**src/rtl/fsa_tsi_pkg.sv**
```systemverilog
// Shared constants and types for the TSI word <-> serial phit width adapter.
// Holds the TSI word width, the TX state encoding and the beats-per-word helper.
package fsa_tsi_pkg;

  localparam int TSI_W = 32;

  typedef enum logic {
    IDLE = 1'b0,
    SEND = 1'b1
  } tx_state_e;

  function automatic int beats(input int phit_w);
    return TSI_W / phit_w;
  endfunction

endpackage

```
**src/rtl/fsa_tsi_deser.sv**
```systemverilog
// RX gather: packs BEATS LSB-first phits into one word; word valid the cycle after the last phit.
// Holds one word; phit_ready drops while it is full and returns the cycle after the word is taken.
module fsa_tsi_deser
  import fsa_tsi_pkg::*;
#(
  parameter int PHIT_W = 8
) (
  input  logic              clock,
  input  logic              reset,
  input  logic              phit_valid,
  output logic              phit_ready,
  input  logic [PHIT_W-1:0] phit_bits,
  output logic              word_valid,
  input  logic              word_ready,
  output logic [TSI_W-1:0]  word_bits
);

  localparam int BEATS = beats(PHIT_W);
  localparam int CW = $clog2(BEATS) + 1;
  localparam logic [CW-1:0] LAST = CW'(BEATS - 1);

  logic [TSI_W-1:0] rx_shift;
  logic [CW-1:0]    rx_cnt;
  logic             rx_full;
  logic             phit_fire;
  logic             word_fire;

  // Handshake outputs are held low while reset is applied.
  assign phit_ready = !rx_full && !reset;
  assign word_valid = rx_full && !reset;
  assign word_bits  = rx_shift;

  assign phit_fire = phit_valid && phit_ready;
  assign word_fire = word_valid && word_ready;

  always_ff @(posedge clock) begin
    if (reset) begin
      rx_shift <= '0;
      rx_cnt   <= '0;
      rx_full  <= 1'b0;
    end else begin
      if (phit_fire) begin
        // New phit enters at the top; after BEATS phits the first one sits at bit 0.
        rx_shift <= (rx_shift >> PHIT_W) | (TSI_W'(phit_bits) << (TSI_W - PHIT_W));
        if (rx_cnt == LAST) begin
          rx_cnt  <= '0;
          rx_full <= 1'b1;
        end else begin
          rx_cnt <= rx_cnt + CW'(1);
        end
      end
      if (word_fire) begin
        rx_full <= 1'b0;
      end
    end
  end

endmodule

```
**src/rtl/fsa_tsi_serdes.sv**
```systemverilog
// 32-bit TSI word <-> PHIT_W-bit serial link adapter; TX first phit 1 cycle after host fire, RX word 1 cycle after last phit.
// Both paths are independent ready/valid pipelines; TX accepts no new word until the current one is fully sent.
module fsa_tsi_serdes
  import fsa_tsi_pkg::*;
#(
  parameter int PHIT_W = 8
) (
  input  logic              clock,
  input  logic              reset,
  input  logic              host_req_valid,
  output logic              host_req_ready,
  input  logic [TSI_W-1:0]  host_req_bits,
  output logic              host_resp_valid,
  input  logic              host_resp_ready,
  output logic [TSI_W-1:0]  host_resp_bits,
  output logic              ser_out_valid,
  input  logic              ser_out_ready,
  output logic [PHIT_W-1:0] ser_out_bits,
  input  logic              ser_in_valid,
  output logic              ser_in_ready,
  input  logic [PHIT_W-1:0] ser_in_bits
);

  localparam int BEATS = beats(PHIT_W);
  localparam int CW = $clog2(BEATS) + 1;
  localparam logic [CW-1:0] LAST = CW'(BEATS - 1);

  if (!(PHIT_W == 1 || PHIT_W == 2 || PHIT_W == 4 ||
        PHIT_W == 8 || PHIT_W == 16 || PHIT_W == 32)) begin : g_bad_phit_w
    $error("fsa_tsi_serdes: PHIT_W must be 1, 2, 4, 8, 16 or 32");
  end

  tx_state_e        state, state_nxt;
  logic [TSI_W-1:0] tx_shift, tx_shift_nxt;
  logic [CW-1:0]    tx_cnt, tx_cnt_nxt;

  always_ff @(posedge clock) begin
    if (reset) begin
      state    <= IDLE;
      tx_shift <= '0;
      tx_cnt   <= '0;
    end else begin
      state    <= state_nxt;
      tx_shift <= tx_shift_nxt;
      tx_cnt   <= tx_cnt_nxt;
    end
  end

  always_comb begin
    state_nxt      = state;
    tx_shift_nxt   = tx_shift;
    tx_cnt_nxt     = tx_cnt;
    host_req_ready = 1'b0;
    ser_out_valid  = 1'b0;
    case (state)
      IDLE: begin
        host_req_ready = 1'b1;
        if (host_req_valid) begin
          tx_shift_nxt = host_req_bits;
          tx_cnt_nxt   = '0;
          state_nxt    = SEND;
        end
      end
      SEND: begin
        ser_out_valid = 1'b1;
        if (ser_out_ready) begin
          tx_shift_nxt = tx_shift >> PHIT_W;
          tx_cnt_nxt   = tx_cnt + CW'(1);
          if (tx_cnt == LAST) begin
            state_nxt = IDLE;
          end
        end
      end
      default: state_nxt = IDLE;
    endcase
    // Register state is overwritten on the clock edge anyway; this keeps the handshakes quiet during reset.
    if (reset) begin
      host_req_ready = 1'b0;
      ser_out_valid  = 1'b0;
    end
  end

  // Phits go out LSB-first from the bottom of the shift register.
  assign ser_out_bits = tx_shift[PHIT_W-1:0];

  fsa_tsi_deser #(
    .PHIT_W(PHIT_W)
  ) u_deser (
    .clock      (clock),
    .reset      (reset),
    .phit_valid (ser_in_valid),
    .phit_ready (ser_in_ready),
    .phit_bits  (ser_in_bits),
    .word_valid (host_resp_valid),
    .word_ready (host_resp_ready),
    .word_bits  (host_resp_bits)
  );

endmodule

```
**config.mk**
```make
export PLATFORM = sky130hd
export DESIGN_NAME = fsa_tsi_serdes
export DESIGN_NICKNAME = d
export VERILOG_FILES = /design/src/rtl/fsa_tsi_pkg.sv /design/src/rtl/fsa_tsi_deser.sv /design/src/rtl/fsa_tsi_serdes.sv
export SDC_FILE = /design/constraint.sdc
export NUM_CORES = 1
export LEC_CHECK = 0
export BUFFER_PORTS_ARGS = -buffer_cell sky130_fd_sc_hd__buf_2
export CAP_MARGIN = 10
export CORE_AREA = 2 2 87 89
export DETAILED_ROUTE_END_ITERATION = 16
export DIE_AREA = 0 0 89 91
export GPL_ROUTABILITY_DRIVEN = 1
export PLACE_DENSITY_LB_ADDON = 0.08
export RECOVER_POWER = 25
export SLEW_MARGIN = 20
export SYNTH_ARGS = -nofsm -noshare
export SYNTH_HDL_FRONTEND = slang
export SYNTH_HIERARCHICAL = 1
export SYNTH_SLANG_ARGS = --single-unit
```
**constraint.sdc**
```tcl
create_clock -name clock -period 3.4 [get_ports clock]
set_input_delay 0.51 -clock clock [delete_from_list [all_inputs] [get_ports clock]]
set_output_delay 0.51 -clock clock [all_outputs]
set_load 0.01 [all_outputs]
```
==> impl_metrics.toml <==
[die]
die_area_mm2 = 0.00810
core_region_area_mm2 = 0.00714
die_w_um = 89
chipHeight_um = 91
io_pins = 90
start_util = 0.423
rows = 31

[worst_setup_path]
crit_slowest_cell = "dfxtp_1"
path_cells = "nor2b_1 -> buf_2"
end_kind = "output pin"
crit_path_start_kind = "flip-flop"
critPathLaunch = "state$_SDFF_PP0_"
cp_data_arrival_time_ns = 1.86
r2r_end = "tx_shift[7]$_SDFFE_PP0P_"
r2r_cells = 3
crit_required_ns = 2.89
critPathKind = "flip-flop to output pin"
ff2ff_setup_slack_ns = 1.15
r2r_start = "state$_SDFF_PP0_"
max_stage_delay_ns = 1.16
crit_path_max_fanout = 26
crit_end = "ser_out_valid"

[logic_synthesis]
async_flop_share = 0
synth_edf_count = 0
yosysWarnings = 6
synth_area_leaders = "dfxtp_1 48%, mux2i_1 8.0%, nand2b_1 7.5%"
synthesis.nets = 371
syn_inst = 322
synth-seq-cells = 72
post-synth-top-area-cell = "dfxtp_1"
netlist.area_leader.share = 0.477
syn-mean-instance-area_um2 = 9.38
ys_seq_area_frac = 0.477
synth_flop_cell = "dfxtp_1"
synth_cell_types = 28
syn-cell-area_mm2 = 0.00302

[finish]
area_delta_synth_final_pct = 18.4
n_antenna_cell = 0
final_common_cell = "dfxtp_1"
filler_cell_count = 745
nNetsFinal = 442
drive_gt1_frac = 0.234
most-common-layout-cells = "72 x dfxtp_1, 62 x buf_2, 36 x nor2_1, 36 x nand2b_1, 34 x nand2_1"

[detailed_routing]
drcViolationCount = 0
dr_total_vias = 2355
avgRoutedWirePerCell_um = 12.5
wirelength_um = 6220
drtIter0Drc = 77
dr.pass1.iters = 5
viasPerCell = 4.74
antenna_left = 0

[sta]
min_period_ns = 2.37
hold_ws_ns = 0.374
max_slew_margin = 0.155
final_max_slew_viol_count = 0
fin_ws_ns = 1.03
worst_pin_slew_ns = 1.27
timing.setup.tns_ns = 0
clock_skew_ns = 0.00828
setup_viol = 0
hold_viol_final = 0
rsz0062_at_grt = "no"
clock.fmax_mhz = 421
min_period_over_period = 0.698

[pwr]
irDropWorstVdd_mv = 0.253
p_per_area_mw_per_mm2 = 511
p_leak_uw = 0.00144

[placed_design]
routabilityCongestion = 0.726
dp_slack_ns = 1.34
io_buffers = 89
dpl.hpwl_um = 4080

[clock_tree]
root_buffer = "clkbuf_8"
cts_hold_buf = 0
htreeDepth = 3
cts.repair.resized = 0
cts_tree = "yes"
clkSlewWorstSetupHoldPaths_ns = 0.07
numCtsBuffers = 9
cts_sinks = 72
insertion_delay_ns = 0.33
clk_path_buf_depth = 2
post_cts_buffers = 0

[job]
maxCapViolations = 0

[global_route]
overflow = 0
grt_max_degree = 70
grtUsageTotal = 0.158
antenna_found_initial = 0
grt_pass1_vias = 2094
grt_pass1_wl_um = 10000

[outcome]
status = "complete, no violations"

[min_path]
hold_path_class = "primary input to flip-flop"
==> synthesized netlist by cell type (2+ instances only) <==
cell type and n:
clkbuf_1 7, nand2_1 34, buf_6 5, nand2b_1 36, buf_2 10, ha_1 3
inv_1 2, buf_4 9, o21ai_0 15, dfxtp_1 72, a211oi_2 10, nand3b_1 2
a211oi_1 15, o21ai_1 18, nor2_1 36, nor2b_1 3, a21oi_1 4, mux2i_1 24
a22oi_1 8
==> sequential cells by signal, indices dropped and copies added (netlist names) <==
signal             flops
u_deser/rx_cnt         3
u_deser/word_bits     32
tx_cnt                 3
tx_shift              32
u_deser/rx_full        1
state                  1
==> report_power, final <==
group / switching [uW] / total, uW / leakage, uW / internal [uW]
registers: 38.9 / 933 / 0.000591 / 894
clock network: 300 / 678 / 0.000103 / 378
logic: 117 / 215 / 0.000741 / 98.7
total: 456 / 1830 / 0.00144 / 1370
==> cell type report <==
class / count / area, um2 / area share
flip-flops and latches: 72 / 1440 / 0.403
multi-input cells: 215 / 1360 / 0.381
repair buffers: 93 / 442 / 0.124
clock buffers: 13 / 159 / 0.0445
well taps: 99 / 124 / 0.0347
clock inverters: 3 / 40.0 / 0.0112
inverters: 2 / 7.51 / 0.00210
==> through the flow <==
| step | cells | cell area (um2) | power (uW) | util |
|---|---|---|---|---|
| after floorplan | 322 | 3020 | 1110 | - |
| after global placement | 481 | 3410 | 1170 | 0.478 |
| after detailed placement | 481 | 3410 | 1170 | 0.478 |
| after CTS | 497 | 3610 | 1860 | 0.506 |
| after global routing | 497 | 3570 | 1920 | 0.501 |
| final | 497 | 3570 | 1830 | 0.501 |
==> layer usage <==
| layer | global-route usage | vias to the layer above | part of all wire |
|---|---|---|---|
| met2 | 0.212 | 79 | 0.41 |
| met5 | 0 | - | 0 |
| met4 | 0.0485 | 0 | 0.012 |
| met3 | 0.0500 | 7 | 0.071 |
| li1 | - | 1236 | - |
| met1 | 0.238 | 1033 | 0.50 |
==> how the worst min path moves through the flow <==
stage                              startpoint                                 end  depth (start not counted)  slack [ns]
2_1_floorplan  u_deser/rx_cnt[2]$_SDFFE_PP0P_      u_deser/rx_cnt[2]$_SDFFE_PP0P_                          2        0.42
3_3_place_gp   u_deser/rx_cnt[2]$_SDFFE_PP0P_      u_deser/rx_cnt[2]$_SDFFE_PP0P_                          2        0.43
3_5_place_dp   u_deser/rx_cnt[2]$_SDFFE_PP0P_      u_deser/rx_cnt[2]$_SDFFE_PP0P_                          2        0.45
4_1_cts                        ser_in_bits[0]  u_deser/word_bits[24]$_SDFFE_PP0P_                          3        0.37
5_1_grt                        ser_in_bits[0]  u_deser/word_bits[24]$_SDFFE_PP0P_                          3        0.36
6_report                       ser_in_bits[0]  u_deser/word_bits[24]$_SDFFE_PP0P_                          3        0.37
==> logic make-up after synthesis <==
logic type      after synthesis  synth area share
simple gates                113             0.181
flops                        72             0.477
fa+ha+maj                     3            0.0124
mux                          26            0.0891
compound gates               73             0.169
buf+inv                      35            0.0717
==> critical path: cells and delay by family, from the launching register on <==
| kind | cells | cell delay (ns) |
|---|---|---|
| flops | 1 | 1.16 |
| simple gates | 1 | 0.23 |
| buf+inv | 1 | 0.14 |
Note: power is estimated with default switching activity, not from simulation.
